--- src/rtl/fetch_if.sv ---
// Bundle between the fetch stage, its instruction memory and the decode stage.
// master = fetch stage side, slave = memory/decode environment.
interface fetch_if;
  logic [63:0] imem_address;
  logic [31:0] imem_data;
  logic        branch_taken;
  logic [63:0] branch_target;
  logic        decode_ready;
  logic        out_valid;
  logic [31:0] out_instruction;
  logic [63:0] out_pc;
  logic        halted;
  logic [31:0] fetch_count;

  modport master (
    output imem_address,
    input  imem_data,
    input  branch_taken,
    input  branch_target,
    input  decode_ready,
    output out_valid,
    output out_instruction,
    output out_pc,
    output halted,
    output fetch_count
  );

  modport slave (
    input  imem_address,
    output imem_data,
    output branch_taken,
    output branch_target,
    output decode_ready,
    input  out_valid,
    input  out_instruction,
    input  out_pc,
    input  halted,
    input  fetch_count
  );
endinterface

--- src/rtl/fetch_stage.sv ---
// Instruction-fetch stage: PC register, IF/ID output register with valid/ready
// handshake, branch redirect and a sticky halt on an illegal PC.
module fetch_stage #(
  parameter logic [63:0] RESET_PC  = 64'd0,
  parameter logic [63:0] IMEM_SIZE = 64'd256
) (
  input  logic     clk,
  input  logic     reset,
  fetch_if.master  bus
);

  typedef enum logic {
    ST_RUN  = 1'b0,
    ST_HALT = 1'b1
  } state_e;

  state_e      state_q,           state_d;
  logic [63:0] pc_q,              pc_d;
  logic        out_valid_q,       out_valid_d;
  logic [31:0] out_instruction_q, out_instruction_d;
  logic [63:0] out_pc_q,          out_pc_d;
  logic [31:0] fetch_count_q,     fetch_count_d;

  logic        adv;
  logic        handshake;
  logic        pc_legal;
  logic [64:0] pc_end;

  // End address computed one bit wider so pc near 2^64 cannot wrap to legal.
  assign pc_end    = {1'b0, pc_q} + 65'd4;
  assign pc_legal  = (pc_q[1:0] == 2'b00) && (pc_end <= {1'b0, IMEM_SIZE});
  assign handshake = out_valid_q && bus.decode_ready;
  assign adv       = !out_valid_q || bus.decode_ready;

  always_comb begin
    // NOTE: every signal gets its hold value first so no path leaves it
    // unassigned; that is what keeps this block from inferring latches.
    state_d           = state_q;
    pc_d              = pc_q;
    out_valid_d       = out_valid_q;
    out_instruction_d = out_instruction_q;
    out_pc_d          = out_pc_q;
    fetch_count_d     = fetch_count_q;

    if (handshake) begin
      fetch_count_d = fetch_count_q + 32'd1;
    end

    unique case (state_q)
      ST_RUN: begin
        if (bus.branch_taken) begin
          out_valid_d = 1'b0;
          pc_d        = bus.branch_target;
        end else if (!adv) begin
          // stall: everything holds
        end else if (pc_legal) begin
          out_instruction_d = bus.imem_data;
          out_pc_d          = pc_q;
          out_valid_d       = 1'b1;
          pc_d              = pc_q + 64'd4;
        end else begin
          out_valid_d = 1'b0;
          state_d     = ST_HALT;
        end
      end
      ST_HALT: begin
        // pc stays on the offending address; only the output register drains.
        if (bus.branch_taken || handshake) begin
          out_valid_d = 1'b0;
        end
      end
      default: state_d = ST_RUN;
    endcase
  end

  always_ff @(posedge clk) begin
    // NOTE: non-blocking assignments here so every flop samples the
    // pre-edge values, independent of statement order.
    if (reset) begin
      state_q           <= ST_RUN;
      pc_q              <= RESET_PC;
      out_valid_q       <= 1'b0;
      out_instruction_q <= 32'd0;
      out_pc_q          <= 64'd0;
      fetch_count_q     <= 32'd0;
    end else begin
      state_q           <= state_d;
      pc_q              <= pc_d;
      out_valid_q       <= out_valid_d;
      out_instruction_q <= out_instruction_d;
      out_pc_q          <= out_pc_d;
      fetch_count_q     <= fetch_count_d;
    end
  end

  assign bus.imem_address    = pc_q;
  assign bus.out_valid       = out_valid_q;
  assign bus.out_instruction = out_instruction_q;
  assign bus.out_pc          = out_pc_q;
  assign bus.halted          = (state_q == ST_HALT);
  assign bus.fetch_count     = fetch_count_q;

endmodule
--- src/flat_wrapper.sv ---
// flat-port wrapper written by rule: the top's interface ports become plain ports
module fetch_stage_flat 
#(
  parameter logic [63:0] RESET_PC  = 64'd0,
  parameter logic [63:0] IMEM_SIZE = 64'd256
)
  (clk, reset, bus_imem_address, bus_imem_data, bus_branch_taken, bus_branch_target, bus_decode_ready, bus_out_valid, bus_out_instruction, bus_out_pc, bus_halted, bus_fetch_count);
  fetch_if bus_i ();
  input  logic clk;
  input  logic reset;
  output wire logic [$bits(bus_i.imem_address)-1:0] bus_imem_address;
  input wire logic [$bits(bus_i.imem_data)-1:0] bus_imem_data;
  input wire logic [$bits(bus_i.branch_taken)-1:0] bus_branch_taken;
  input wire logic [$bits(bus_i.branch_target)-1:0] bus_branch_target;
  input wire logic [$bits(bus_i.decode_ready)-1:0] bus_decode_ready;
  output wire logic [$bits(bus_i.out_valid)-1:0] bus_out_valid;
  output wire logic [$bits(bus_i.out_instruction)-1:0] bus_out_instruction;
  output wire logic [$bits(bus_i.out_pc)-1:0] bus_out_pc;
  output wire logic [$bits(bus_i.halted)-1:0] bus_halted;
  output wire logic [$bits(bus_i.fetch_count)-1:0] bus_fetch_count;
  assign bus_imem_address = bus_i.imem_address;
  assign bus_i.imem_data = bus_imem_data;
  assign bus_i.branch_taken = bus_branch_taken;
  assign bus_i.branch_target = bus_branch_target;
  assign bus_i.decode_ready = bus_decode_ready;
  assign bus_out_valid = bus_i.out_valid;
  assign bus_out_instruction = bus_i.out_instruction;
  assign bus_out_pc = bus_i.out_pc;
  assign bus_halted = bus_i.halted;
  assign bus_fetch_count = bus_i.fetch_count;
  fetch_stage #(.RESET_PC(RESET_PC), .IMEM_SIZE(IMEM_SIZE)) u_core (.clk(clk), .reset(reset), .bus(bus_i));
endmodule
--- config.mk ---
export PLATFORM = sky130hd
export DESIGN_NAME = fetch_stage_flat
export DESIGN_NICKNAME = d
export VERILOG_FILES = /design/src/rtl/fetch_if.sv /design/src/rtl/fetch_stage.sv /design/src/flat_wrapper.sv
export SDC_FILE = /design/constraint.sdc
export NUM_CORES = 1
export LEC_CHECK = 0
export CAP_MARGIN = 20
export CORE_MARGIN = 2
export CORE_UTILIZATION = 48
export CTS_BUF_LIST = sky130_fd_sc_hd__clkbuf_8
export CTS_CLUSTER_DIAMETER = 60
export DETAILED_ROUTE_END_ITERATION = 10
export GPL_TIMING_DRIVEN = 1
export HOLD_SLACK_MARGIN = 0.03
export PLACE_DENSITY = 0.83
export SETUP_SLACK_MARGIN = 0.4
export SLEW_MARGIN = 20
export SYNTH_ARGS = -nofsm -noshare
export SYNTH_HDL_FRONTEND = slang
export SYNTH_SLANG_ARGS = --single-unit
export TNS_END_PERCENT = 50
--- constraint.sdc ---
create_clock -name clk -period 5.15 [get_ports clk]
set_clock_uncertainty 0.15 [all_clocks]
set_input_delay 0.515 -clock clk [delete_from_list [all_inputs] [get_ports clk]]
set_output_delay 0.515 -clock clk [all_outputs]
set_load 0.01 [all_outputs]
==> results of run 1 <==
[final cells by class]
cell class                      instances  area share
Multi-Input combinational cell        803       0.376
Sequential cell                       194       0.310
Timing Repair Buffer                  326       0.256
Tap cell                              234      0.0233
Clock buffer                           17      0.0187
Clock inverter                         14      0.0134
Inverter                               10     0.00299
[final timing paths]
| path | from | end | slack [ns] | cells after the start |
|---|---|---|---|---|
| worst min-delay path | reset | u_core.bus.imem_address[59] | 0.22 | 2 |
| worst max-delay path | u_core.bus.imem_address[37] | u_core.bus.out_pc[7] | 0.60 | 14 |
| worst min register to register | u_core.bus.out_pc[47] | u_core.bus.out_pc[47] | 0.31 | 1 |
| worst max register to register | u_core.bus.imem_address[37] | u_core.bus.out_pc[7] | 0.60 | 14 |
[cells in the final DEF (no fill, tap or decap), types with 5 or more instances in the layout]
master           instances
clkdlybuf4s50_1        291
dfxtp_1                194
nand2_1                125
nor2_1                 109
o21ai_0                 64
and2_1                  62
a21oi_1                 57
mux2i_1                 49
nand4_1                 44
nand3_1                 41
nor3_1                  41
buf_4                   32
xor2_1                  28
nor4_1                  24
or3_1                   18
xnor2_1                 17
clkbuf_8                17
and3_1                  11
and4_1                  10
or4_1                   10
inv_1                    9
a22oi_1                  7
nor2b_1                  6
nor4b_1                  6
nor3b_1                  5
a211oi_1                 5
clkinv_8                 5
[critical path, cell delays in order (launching register included)]
cell,delay [ns]
dfxtp_1,0.59
nand3_1,0.31
nor4_1,0.79
nand3_1,0.18
nor4_1,0.34
buf_4,0.22
mux2i_1,0.10
nor4_2,0.40
buf_4,0.19
nand3_1,0.17
nor3_4,0.37
buf_4,0.21
buf_12,0.15
mux2i_1,0.19
nor2_1,0.06
[flip-flops by register name (all words and copies together), names as in the netlist]
name                        flops
u_core.bus.fetch_count         32
u_core.bus.out_pc              64
u_core.bus.imem_address        64
u_core.bus.out_valid            1
u_core.bus.out_instruction     32
u_core.bus.halted               1
[metal layers]
| layer | GRT usage | share of wire | vias to the layer above |
|---|---|---|---|
| met4 | 0.121 | 0.039 | 2 |
| met3 | 0.0938 | 0.091 | 89 |
| met5 | 0 | 0.00042 | - |
| li1 | - | - | 4366 |
| met2 | 0.500 | 0.47 | 415 |
| met1 | 0.368 | 0.40 | 4322 |
[cell families after synthesis]
kind of cell	after synthesis
compound gates	170
xor+xnor	45
fa+ha+maj	2
buf+inv	92
flops	194
mux	49
simple gates	537
[repair_timing]
action                                  4_1_cts  5_1_grt
setup buffers                                 0        2
gates resized for setup                       0        1
endpoints found under the setup margin        0       32
hold endpoints to repair                      0        0
[power by group]
part | switching, mW | internal (mW)
Sequential | 0.0552 | 1.53
Combinational | 0.154 | 0.173
Clock | 0.626 | 0.367
Total | 0.835 | 2.06
==> results.md, run 1 <==
* Status: completed
* Detail Route Antenna Nets at 0
* Core ar. at 18500 sq um
* Port-buffer cells at 293
* Register area share after synthesis at 0.432
* Die extent in y at 141 um
* Cts bufs inserted at 17
* Layout Cells excl Fill at 1598
* Slew margin rel. at 0.433
* Gpl congestion at 0.980
* Max Freq at 220 MHz
* Drt first pass iters at 5
* Fin. Hold Viols at 0
* Mux cell area share after synthesis at 0.0546
* Row count at 50
* Clk_lat worst skew at 0.47 ns
* Clock transition at path regs at 0.11 ns
* Max-cap violations at 0
* ANT cells at 0
* Worst-path fanout max at 11
* Most frequent cells after synthesis: 194 x dfxtp_1, 125 x nand2_1, 111 x nor2_1
* Fin crit period at 4.55 ns
* Sequential Area at 3880 sq um
* CTS tree: built
* Synth Area in Adders at 0.00278
* Setup TNS at 0 ns
* Nets at 1454
* Area growth syn-to-layout at 39.5%
* Hold Buf Count CTS at 0
* Mean routed wirelength per cell at 19.2 um
* Synth Area in Compound Gates at 0.111
* Synthesis-stage register bit count at 194
* GR Overflow Total at 0
* First-pass GRT wire length at 47900 um
* Yosys cell types at 67
* PwrDens at 231 nW/um^2
* Fin util at 0.677
* Largest net degree at the start of global routing at 82
* EDFF count, synth at 0
* Unrepaired setup endpoints after global routing: false
* Worst hold path class: primary input to register
* Cells after Synth at 1089
* # DRC at 0
* Crit path arrival time at 4.74 ns
* DP Worst Slack at 0.665 ns
* Leading area contributor after synthesis: dfxtp_1
* Layout fillers at 1466
* Period utilization at 0.884
* Initial antenna violation count at 1
* Placed cell area at 12100 sq um
* Post-synthesis cell area at 8990 sq um
* Iteration-0 DRC count of the detailed router at 764
* Vias in the first global route at 8911
* Worst Path Required at 5.34 ns
* Hold_ws at 0.222 ns
* HPWL Detailed at 22700 um
* LEAKAGE at 4.28 nW
* Io pins at 294
* CTS H-tree depth at 4
* Share of the synthesized area in the top cell type at 0.432
* Post-Synth Simple-Gate Area at 0.311
* Placed cells at 1565
* Worst IR Drop VDD at 0.159 mV
* Setup crit start kind: register
* Total GRT Usage at 0.302
* Fraction of synthesized cell area in xor and xnor cells at 0.0438
* Initial Utilization at 0.486
* Synth top area cells: dfxtp_1 43%, mux2i_1 5.5%, nand2_1 5.2%
* Mapped Nets at 1191
* Final instance area at 12500 sq um
* Multi-input logic area at 4710 sq um
* Worst Setup End Kind: register
* Final WS setup at 0.598 ns
* Post-Syn Area per Cell at 8.26 sq um
* Die W at 141 um
* Vias/cell at 5.75
* Die Area at 19800 sq um
* Crit Path Class: register to register
* Setup violators final at 0
* Clk sink count at 194
* Worst-Margin Slew at 0.850 ns
* Synth async-reset ratio at 0
* Max clock buf depth at 2
* Final WL at 30600 um
* Root Driver: clkbuf_8
* Main combinational cell family by area after synthesis: simple AND/OR/NAND/NOR gates
* Top-count cell post-synth: dfxtp_1
* Share of post-route cells with drive strength above 1 at 0.0601
* Fin. max-slew vios at 0
* DR vias at 9194
* Yosys warns at 0
* Ys flop type: dfxtp_1
* Total power at 2.90 mW
Power figures use the tool's default switching activity.
==> run 2, diff against run 1 <==
CAP_MARGIN = default   (was 20)
CORE_MARGIN = 4   (was 2)
==> results.md, run 2 (synthesized netlist as in run 1, its figures left out) <==
* P_int at 2.10 mW
* Vias in the first global route at 8729
* Worst Setup EP: u_core.bus.out_instruction[5]
* Clk sink count at 194
* CTS H-tree depth at 4
* Final WS setup at 0.598 ns
* Most common cell after layout, fill and taps aside: clkdlybuf4s50_1
* Max clock buf depth at 2
* Comb pwr share at 0.109
* Worst-path fanout max at 17
* # DRC at 0
* Iteration-0 DRC count of the detailed router at 719
* LEAKAGE at 4.23 nW
* Unrepaired setup endpoints after global routing: false
* Fin. Hold Viols at 0
* Gpl congestion at 0.969
* PwrDens at 233 nW/um^2
* Highest metal used: met5
* Worst reg2reg endpoint: u_core.bus.out_instruction[5]
* Cell family with most CP delay: simple AND/OR/NAND/NOR gates
* Initial Utilization at 0.494
* Status: completed
* Setup TNS at 0 ns
* Worst-Margin Slew at 0.704 ns
* Slew margin rel. at 0.529
* Worst hold path class: primary input to register
* Commonest non-fill, non-tap cells in the layout: 291 x clkdlybuf4s50_1, 194 x dfxtp_1, 125 x nand2_1, 109 x nor2_1, 64 x o21ai_0
* Setup violators final at 0
* Detail Route Antenna Nets at 0
* R2R depth at 13
* Worst Path Required at 5.34 ns
* GR Overflow Total at 0
* Total power at 2.91 mW
* Crit Path Class: register to register
* Die extent in y at 145 um
* Nets at 1445
* Initial antenna violation count at 1
* Final WL at 30500 um
* Reg2reg start: u_core.bus.imem_address[2]
* Sw Pwr at 813 uW
* Worst IR Drop VDD at 0.159 mV
* Worst Setup End Kind: register
* Die W at 145 um
* Reg power frac at 0.543
* ANT cells at 0
* Total GRT Usage at 0.283
* Metal3 WL at 3170 um
* Mean routed wirelength per cell at 19.3 um
* Drt first pass iters at 6
* Period utilization at 0.884
* WP buf/inv at 2
* Sw Share at 0.279
* M1 WL at 12200 um
* Fin crit period at 4.55 ns
* Max-cap violations at 0
* Flop2flop setup slack at 0.60 ns
* Clk_lat worst skew at 0.47 ns
* HPWL Detailed at 22400 um
* Io pins at 294
* Setup crit start kind: register
* Core ar. at 18200 sq um
* CP cell instances: ha_2 -> nand3_1 -> or4_1 -> or3_1 -> xnor2_1 -> nor4_1 -> nand4_1 -> or4_4 -> nor3_4 -> buf_12 -> buf_4 -> mux2i_1 -> nor2_1
* First-pass GRT wire length at 47500 um
* Cts bufs inserted at 17
* WP depth at 13
* CTS tree: built
* Clock transition at path regs at 0.11 ns
* Crit path launch: u_core.bus.imem_address[2]
* Row count at 49
* Largest net degree at the start of global routing at 67
* Die Area at 21000 sq um
* DR vias at 9111
* Port-buffer cells at 293
* DP Worst Slack at 0.575 ns
* Root Driver: clkbuf_8
* Critical path's slowest cell: or4_1
* Share of post-route cells with drive strength above 1 at 0.0539
* Vias/cell at 5.75
* Area growth syn-to-layout at 38.9%
* Met2 wire len at 14300 um
* Max Freq at 220 MHz
* Crit path arrival time at 4.74 ns
* Clock network power share at 0.348
* Crit path largest cell delay at 0.61 ns
* Fin. max-slew vios at 0
[run 2: worst min path at each step]
stage / startpoint / depth (start not counted) / endpoint
floorplan: u_core.bus.imem_address[0] / 2 / u_core.bus.imem_address[0]
global placement: u_core.bus.out_pc[25] / 1 / u_core.bus.out_pc[25]
detailed placement: u_core.bus.out_pc[21] / 1 / u_core.bus.out_pc[21]
CTS: reset / 2 / u_core.bus.fetch_count[2]
global route: reset / 2 / u_core.bus.fetch_count[2]
finish: reset / 2 / u_core.bus.fetch_count[2]
[run 2: final cells by class]
type | instances | area [sq um]
Inverter | 10 | 37.5
Timing Repair Buffer | 317 | 3170
Fill cell | 1433 | 5720
Sequential cell | 194 | 3880
Clock inverter | 14 | 168
Tap cell | 229 | 287
Clock buffer | 17 | 234
Multi-Input combinational cell | 803 | 4710
[run 2: power by group through the flow]
stage	Sequential (mW)	Clock, mW	Combinational, mW
2_1_floorplan	1.60	0	0.149
3_3_place_gp	1.61	0	0.313
3_5_place_dp	1.61	0	0.316
4_1_cts	1.58	1.04	0.318
5_1_grt	1.59	1.09	0.343
6_report	1.58	1.01	0.319
[run 2: through the flow]
step	hold WS, ns	std cells	area [sq um]	utilization
after detailed placement	0.294	1552	12100	0.663
final	0.292	1584	12500	0.686
after floorplan	0.342	1089	8990	-
after global routing	0.287	1584	12500	0.686
after global placement	0.291	1552	12100	0.663
after CTS	0.271	1583	12500	0.685
[run 2: what timing repair did]
action	4_1_cts	5_1_grt
resized for setup	0	1
endpoints found under the setup margin	0	75
buffers inserted	0	1
hold buffers	0	0
[run 2: per-layer routing]
layer / vias to the layer above / GRT usage
met2: 414 / 0.459
met4: 2 / 0.0918
met5: - / 0
met1: 4271 / 0.354
met3: 69 / 0.0989
li1: 4355 / -
